File: config.mk
export PLATFORM = sky130hd
export DESIGN_NAME = bcd_to_binary
export DESIGN_NICKNAME = d
export VERILOG_FILES = /design/src/rtl/bcd_pkg.sv /design/src/rtl/bcd_nibble_adjust.sv /design/src/rtl/bcd_to_binary.sv
export SDC_FILE = /design/constraint.sdc
export NUM_CORES = 1
export LEC_CHECK = 0
export ABC_AREA = 1
export BUFFER_PORTS_ARGS = -buffer_cell sky130_fd_sc_hd__buf_4
export CAP_MARGIN = 20
export CORE_ASPECT_RATIO = 0.75
export CORE_MARGIN = 1.5
export CORE_UTILIZATION = 50
export CTS_CLUSTER_DIAMETER = 60
export CTS_CLUSTER_SIZE = 30
export DETAILED_ROUTE_END_ITERATION = 12
export HOLD_SLACK_MARGIN = 0.08
export PLACE_DENSITY_LB_ADDON = 0.1
export SYNTH_ARGS = -nofsm -noshare
export SYNTH_HDL_FRONTEND = slang
export SYNTH_HIERARCHICAL = 1
export SYNTH_SLANG_ARGS = --single-unit
File: constraint.sdc
create_clock -name clock -period 1.3 [get_ports clock]
set_input_delay 0.13 -clock clock [delete_from_list [all_inputs] [get_ports clock]]
set_output_delay 0.13 -clock clock [all_outputs]
set_load 0.01 [all_outputs]
File: src/rtl/bcd_pkg.sv
// Shared definitions for the BCD-to-binary converter slice:
// default widths, nibble-adjust constants and the FSM state type.
package bcd_pkg;

    localparam int BCD_DIGITS = 3;
    localparam int BCD_BIN_W  = 10;
    localparam int BCD_OUT_W  = 8;

    localparam logic [3:0] BCD_ADJ_THRESH = 4'd8;
    localparam logic [3:0] BCD_ADJ_SUB    = 4'd3;
    localparam logic [3:0] BCD_MAX_DIGIT  = 4'd9;

    typedef enum logic [1:0] {
        IDLE,
        SHIFT,
        FINISH
    } state_e;

    function automatic logic nibble_bad(input logic [3:0] nib);
        return nib > BCD_MAX_DIGIT;
    endfunction

endpackage

File: src/rtl/bcd_nibble_adjust.sv
// Reverse double-dabble correction for one BCD nibble after a right shift:
// a bit worth 8 arriving from the next decade is really worth 5.
module bcd_nibble_adjust
    import bcd_pkg::*;
(
    input  logic [3:0] nib_i,
    output logic [3:0] nib_o
);

    assign nib_o = (nib_i >= BCD_ADJ_THRESH) ? (nib_i - BCD_ADJ_SUB) : nib_i;

endmodule

File: src/rtl/bcd_to_binary.sv
// Sequential packed-BCD to binary converter, one shift per clock,
// with start/done handshake, digit check and 8-bit saturated score.
module bcd_to_binary
    import bcd_pkg::*;
#(
    parameter int DIGITS = BCD_DIGITS,
    parameter int BIN_W  = BCD_BIN_W,
    parameter int OUT_W  = BCD_OUT_W
) (
    input  logic                clock,
    input  logic                resetn,
    input  logic                start,
    input  logic [4*DIGITS-1:0] bcd_in,
    output logic                busy,
    output logic                done,
    output logic [BIN_W-1:0]    result,
    output logic [OUT_W-1:0]    score,
    output logic                overflow,
    output logic                digit_err
);

    localparam int BCD_W = 4 * DIGITS;
    localparam int CNT_W = $clog2(BIN_W + 1);

    localparam logic [BIN_W-1:0] SCORE_MAX = BIN_W'((2 ** OUT_W) - 1);
    localparam logic [CNT_W-1:0] LAST_IT   = CNT_W'(BIN_W - 1);
    localparam logic [CNT_W-1:0] CNT_ONE   = CNT_W'(1);

    state_e state_q, state_d;

    logic [BCD_W-1:0] bcd_q, bcd_d;
    logic [BIN_W-1:0] bin_q, bin_d;
    logic [CNT_W-1:0] cnt_q, cnt_d;

    logic             busy_q, busy_d;
    logic             done_q, done_d;
    logic [BIN_W-1:0] result_q, result_d;
    logic [OUT_W-1:0] score_q, score_d;
    logic             ovf_q, ovf_d;
    logic             err_q, err_d;

    logic [BCD_W-1:0] bcd_sh;
    logic [BCD_W-1:0] bcd_adj;
    logic [BIN_W-1:0] bin_sh;
    logic             bad_digit;
    logic             last_iter;
    logic             sh_ovf;

    assign bcd_sh    = {1'b0, bcd_q[BCD_W-1:1]};
    assign bin_sh    = {bcd_q[0], bin_q[BIN_W-1:1]};
    assign last_iter = (cnt_q == LAST_IT);
    assign sh_ovf    = (bin_sh > SCORE_MAX);

    for (genvar g = 0; g < DIGITS; g++) begin : g_adj
        bcd_nibble_adjust u_adj (
            .nib_i (bcd_sh[4*g +: 4]),
            .nib_o (bcd_adj[4*g +: 4])
        );
    end

    always_comb begin
        bad_digit = 1'b0;
        for (int i = 0; i < DIGITS; i++) begin
            if (nibble_bad(bcd_in[4*i +: 4])) begin
                bad_digit = 1'b1;
            end
        end
    end

    always_comb begin
        state_d  = state_q;
        bcd_d    = bcd_q;
        bin_d    = bin_q;
        cnt_d    = cnt_q;
        busy_d   = busy_q;
        done_d   = 1'b0;
        result_d = result_q;
        score_d  = score_q;
        ovf_d    = ovf_q;
        err_d    = err_q;

        unique case (state_q)
            IDLE: begin
                if (start) begin
                    if (bad_digit) begin
                        // Reject without shifting; residue stays clean.
                        state_d  = FINISH;
                        bcd_d    = '0;
                        done_d   = 1'b1;
                        result_d = '0;
                        score_d  = '0;
                        ovf_d    = 1'b0;
                        err_d    = 1'b1;
                    end else begin
                        state_d = SHIFT;
                        bcd_d   = bcd_in;
                        bin_d   = '0;
                        cnt_d   = '0;
                        busy_d  = 1'b1;
                        err_d   = 1'b0;
                    end
                end
            end
            SHIFT: begin
                bin_d = bin_sh;
                cnt_d = cnt_q + CNT_ONE;
                if (last_iter) begin
                    state_d  = FINISH;
                    bcd_d    = bcd_sh;
                    busy_d   = 1'b0;
                    done_d   = 1'b1;
                    result_d = bin_sh;
                    ovf_d    = sh_ovf;
                    score_d  = sh_ovf ? {OUT_W{1'b1}} : bin_sh[OUT_W-1:0];
                end else begin
                    bcd_d = bcd_adj;
                end
            end
            FINISH: begin
                state_d = IDLE;
            end
            default: begin
                state_d = IDLE;
            end
        endcase
    end

    always_ff @(posedge clock or negedge resetn) begin
        if (!resetn) begin
            state_q  <= IDLE;
            bcd_q    <= '0;
            bin_q    <= '0;
            cnt_q    <= '0;
            busy_q   <= 1'b0;
            done_q   <= 1'b0;
            result_q <= '0;
            score_q  <= '0;
            ovf_q    <= 1'b0;
            err_q    <= 1'b0;
        end else begin
            state_q  <= state_d;
            bcd_q    <= bcd_d;
            bin_q    <= bin_d;
            cnt_q    <= cnt_d;
            busy_q   <= busy_d;
            done_q   <= done_d;
            result_q <= result_d;
            score_q  <= score_d;
            ovf_q    <= ovf_d;
            err_q    <= err_d;
        end
    end

    // Every decade must have drained into the binary register by FINISH.
    a_residue_zero : assert property (
        @(posedge clock) disable iff (!resetn)
        (state_q == FINISH) |-> (bcd_q == '0)
    );

    assign busy      = busy_q;
    assign done      = done_q;
    assign result    = result_q;
    assign score     = score_q;
    assign overflow  = ovf_q;
    assign digit_err = err_q;

endmodule

**Word-level counts from Yosys, hierarchy flattened**

Index checks and enable logic that the tools add are counted.
Widths: inputs -> output; s select.

- Memory bits (read-only): 0
- Bits in latches: 0
- Flip-flop bits (word level): 50
- RAM bits: 0
- Input bits: 15
- Memories kept: 0

- Reductions and logical operators: 8
- Div/mod/pow operators: 0
- Mux-type cells: 41
- Bitwise gates (word level): 0
- Multiply operators: 0
- $add $sub $neg: 4
- Order comparisons: 7
- Shifts and indexed selects: 0
- Equal/unequal tests: 6

Operators with widths:

| kind | number |
|---|---|
| $mux 10 | 5 |
| $pmux 10 s2 | 2 |
| $mux 12 | 3 |
| $mux 8 | 4 |
| $pmux 12 s2 | 1 |
| $mux 4 | 5 |
| $pmux 8 s2 | 1 |
| $gt 4x4->1 const B | 3 |
| $mux 1 | 12 |
| $gt 10x8->1 const B | 1 |
| $ge 4x4->1 const B | 2 |
| $ne 2x2->1 const B | 4 |
| $pmux 4 s2 | 1 |
| $reduce_and 4->1 | 2 |
| $sub 4x2->4 const B | 2 |
| $mux 2 | 3 |
| $pmux 1 s2 | 3 |
| $reduce_and 2->1 | 3 |
| $add 4x1->4 const B | 1 |
| $eq 4x4->1 const B | 1 |
| $ge 3x4->1 const B | 1 |
| $pmux 2 s2 | 1 |
| $sub 3x2->4 const B | 1 |
| $reduce_and 3->1 | 1 |
| other kinds (3) | 3 |

**Depth between registers and ports, before layout**

- Word-level depth: 7
- Gate-level depth with buffers: 12

**By module**

Netlist, hierarchy kept.

Modules (own cells, without submodules):

| module | area an instance (µm²) | sequential area each (µm²) | cells an instance | instances |
|---|---|---|---|---|
| bcd_to_binary | 2608.8 | 1226.2 | 332 | 1 |
| bcd_nibble_adjust | 88.8 | 0.0 | 16 | 3 |

**Worst setup path before layout**

No wires, ideal clock.

- Path kind: register to register
- Start point: register cnt_q[1]
- End point: register score_q[0] (netlist: score[0])
- Arrival time: 1194 ps
- Data required time: 1183 ps
- Slack: -10 ps
- Stages on the path, launching flop included: 9
- Setup time: 117 ps
- Path buffers: 1
- Cells stage by stage: dfrtp_1 > inv_1 > ha_1 > nand2_1 > nor2_4 > nand2_2 > buf_2 > nand3_1 > nand2_1

- Cells in the longest elaborated chain, start to end: 3

RTL lines:

| what | line | RTL |
|---|---|---|
| start: declaration | bcd_to_binary.sv:33 | `logic [CNT_W-1:0] cnt_q, cnt_d;` |
| start signal: assignment | bcd_to_binary.sv:144 | `cnt_q <= cnt_d;` |
| $eq 4x4->1 | bcd_to_binary.sv:51 | `assign last_iter = (cnt_q == LAST_IT);` |
| $ne 2x2->1 (no source line) | -- |  |
| $reduce_and 4->1 (no source line) | -- |  |
| end signal: assignment | bcd_to_binary.sv:148 | `score_q <= score_d;` |
| end: declaration | bcd_to_binary.sv:38 | `logic [OUT_W-1:0] score_q, score_d;` |

Every way passes these cells.
A chain may end at the register's enable or synchronous reset.

**Worst setup path after layout**

- Start point: register cnt_q[1]
- End point: register ovf_q (netlist: overflow)

- Cells in the longest elaborated chain, start to end: 3

RTL lines:

| what | line | RTL |
|---|---|---|
| $eq 4x4->1 | bcd_to_binary.sv:51 |  |
| $ne 2x2->1 (no source line) | -- |  |
| $reduce_and 4->1 (no source line) | -- |  |
| end signal: assignment | bcd_to_binary.sv:149 | `ovf_q <= ovf_d;` |
| end: declaration | bcd_to_binary.sv:39 | `logic ovf_q, ovf_d;` |

Every way passes these cells.

==> out/qor.yml <==
sta:
  min_period_ps: 1449
  fmax_mhz: 689.9
  slew_viol_final: 0
  grt_setup_unrepaired: "yes"
  worstMarginPinSlew_ps: 621.2
  slew_headroom: 0.5859
  hold_viol: 0
  finClkSkew_ps: 4.895
  setup_ws_ps: -149.4
  fin_crit_sh: 1.115
  setup-violations-final: 35
  setup-tns-final_ps: -3740
power_and_ir_drop:
  power.total_mw: 8.769
  p_per_area_nw_per_um2: 2277
  leakagePower_nw: 2.073
  ir_drop_v: 0.001044
setup_path:
  critPathLaunchType: "flip-flop"
  worst_setup_path_end_kind: "flip-flop"
  critPathKind: "reg -> reg"
  worstPathRequired_ps: 1510
  crit_fanout: 5
  cp.arrival_ps: 1660
global_route:
  antenna_found_initial: 0
  track_usage: 0.2206
  grt_max_degree: 50
  grt_overflow: 0
  grt_pass1_wl_um: 10670
  grt_pass1_vias: 2269
route:
  vias: 2621
  ant_nets: 0
  drtIter0Drc: 156
  drc: 0
  firstDrtPassIters: 4
  wl_per_cell_um: 12.97
  avgViaCountPerCell: 4.917
  routed_wl_um: 6912
layout:
  syn_to_final_growth_pct: 33.94
  finalNetCount: 480
  final_cell_mix: "nand2_1 (116), buf_4 (64), dfrtp_1 (48), nor2_1 (47), inv_1 (39)"
  final_common_cell: "nand2_1"
  antenna_cells: 0
  final_area_sq_um: 3851
  drive_gt1_frac: 0.3035
  fin_util: 0.7081
synth:
  synth_top_area_share: 0.4265
  synth_cell_type_count: 25
  yosys_warnings: 6
  ys_seq_elements: 49
  yosysTopAreaCell: "dfrtp_1"
  synthTopCellsByArea: "dfrtp_1 (43%), nand2_1 (16%), nand3_1 (8.9%), nor2_1 (6.1%), inv_1 (5.2%)"
  syn_inst: 380
  netlist_area_sq_um: 2875
  ys_seq_area_frac: 0.4265
  avgSynthCellArea_sq_um: 7.566
flow_run:
  maxCapViolCount: 0
floorplan:
  core_sq_um: 5439
  die_h_um: 68.67
  dieArea_sq_um: 6219
  num_io_pins: 37
  start_util: 0.5286
  rows: 23
  die_w_um: 90.57
place:
  place_area_sq_um: 3457
  routabilityCongestion: 0.8638
  dp_slack_ps: -63.31
  placement.io_buffers: 36
  hpwlAfterDp_um: 4747
clocking:
  tritoncts: "done"
  clock_latency_ps: 300
  clockBufferDepth: 2
  cts_root_buf: "clkbuf_8"
  cts_sinks: 49
  clk_pin_slew_ps: 90
  htreeDepth: 2
  cts_inserted_buffers: 5
outcome:
  violations: "setup timing"
  outcome: "complete, but fails checks"
min_path:
  hold_class: "in -> reg"
## sequential cells by signal (all words and copies together) (netlist names), 2 cells and up
name,cells
score,8
bin_q,9
state_q,2
bcd_q,12
result,10
cnt_q,4
## worst max-delay path: stages (launching register included)
cell and delay [ps]:
dfrtp_1 380, inv_1 60, ha_2 180, nand2_2 70, nor2_4 200, nand2_4 150, clkbuf_16 200, nand3_1 70
nand2_1 40
## final cells by class
cell class                      count  area, sq um
Fill cell                         427         1588
Multi-Input combinational cell    279         1554
Sequential cell                    49         1227
Timing Repair Buffer               79        713.2
Inverter                           43        166.4
Tap cell                           75        93.84
Clock buffer                        6        82.58
Clock inverter                      2        13.76
## final timing paths
path	from	endpoint	slack, ps	cells after the start
worst max-delay path	cnt_q[1]	overflow	-150	8
worst max register to register	cnt_q[1]	overflow	-150	8
worst min-delay path	bcd_in[8]	bcd_q[8]	170	5
min in group asynchronous	resetn	bcd_q[5]	370	2
worst min register to register	bin_q[8]	bin_q[8]	480	2
max in group asynchronous	resetn	state_q[1]	480	2
## metrics by stage
step | cells | hold WS, ps
floorplan | 385 | -165.6
global placement | 515 | 192.8
detailed placement | 515 | 190.0
CTS | 528 | 168.7
global route | 533 | 208.0
finish | 533 | 168.8
## synth_stat cells (all sizes together)
cell	count
nand2	128
nand3	52
nor2	50
dfrtp	49
inv	43
buf	15
a21oi	10
ha	8
nand4	7
o21ai	7
or2	4
a21boi	3
xor2	3
conb	1
## routing by layer
| metal | vias up | global-route usage | share of wire |
|---|---|---|---|
| li1 | 1336 | - | - |
| met1 | 1208 | 0.3235 | 0.49 |
| met2 | 70 | 0.3374 | 0.45 |
| met3 | 7 | 0.03838 | 0.053 |
| met4 | 0 | 0.05952 | 0.010 |
| met5 | - | 0 | 0 |
## cell families after synthesis
group,count (synthesis),share of synthesized area
adder cells (fa/ha/maj),8,0.03481
XOR/XNOR,3,0.009140
AND/OR/NAND/NOR,241,0.3808
AO/OA/AOI/OAI,20,0.04917
other,1,0.001304
flip-flops,49,0.4265
buffers and inverters,58,0.09835
## where the power goes
group	internal, mW	switching [mW]	total (mW)
combinational	2.35	2.68	5.03
clock	0.433	0.536	0.969
sequential	2.18	0.595	2.77
## repair_timing
item | in CTS | in global routing
gates resized for setup | 9 | 40
hold endpoints to repair | 49 | 0
hold buffers | 1 | 0
cloned | 0 | 3
endpoints found under the setup margin | 45 | 47
setup buffers | 4 | 2
pin swaps | 0 | 29
Note: power is estimated with default switching activity, not from simulation.
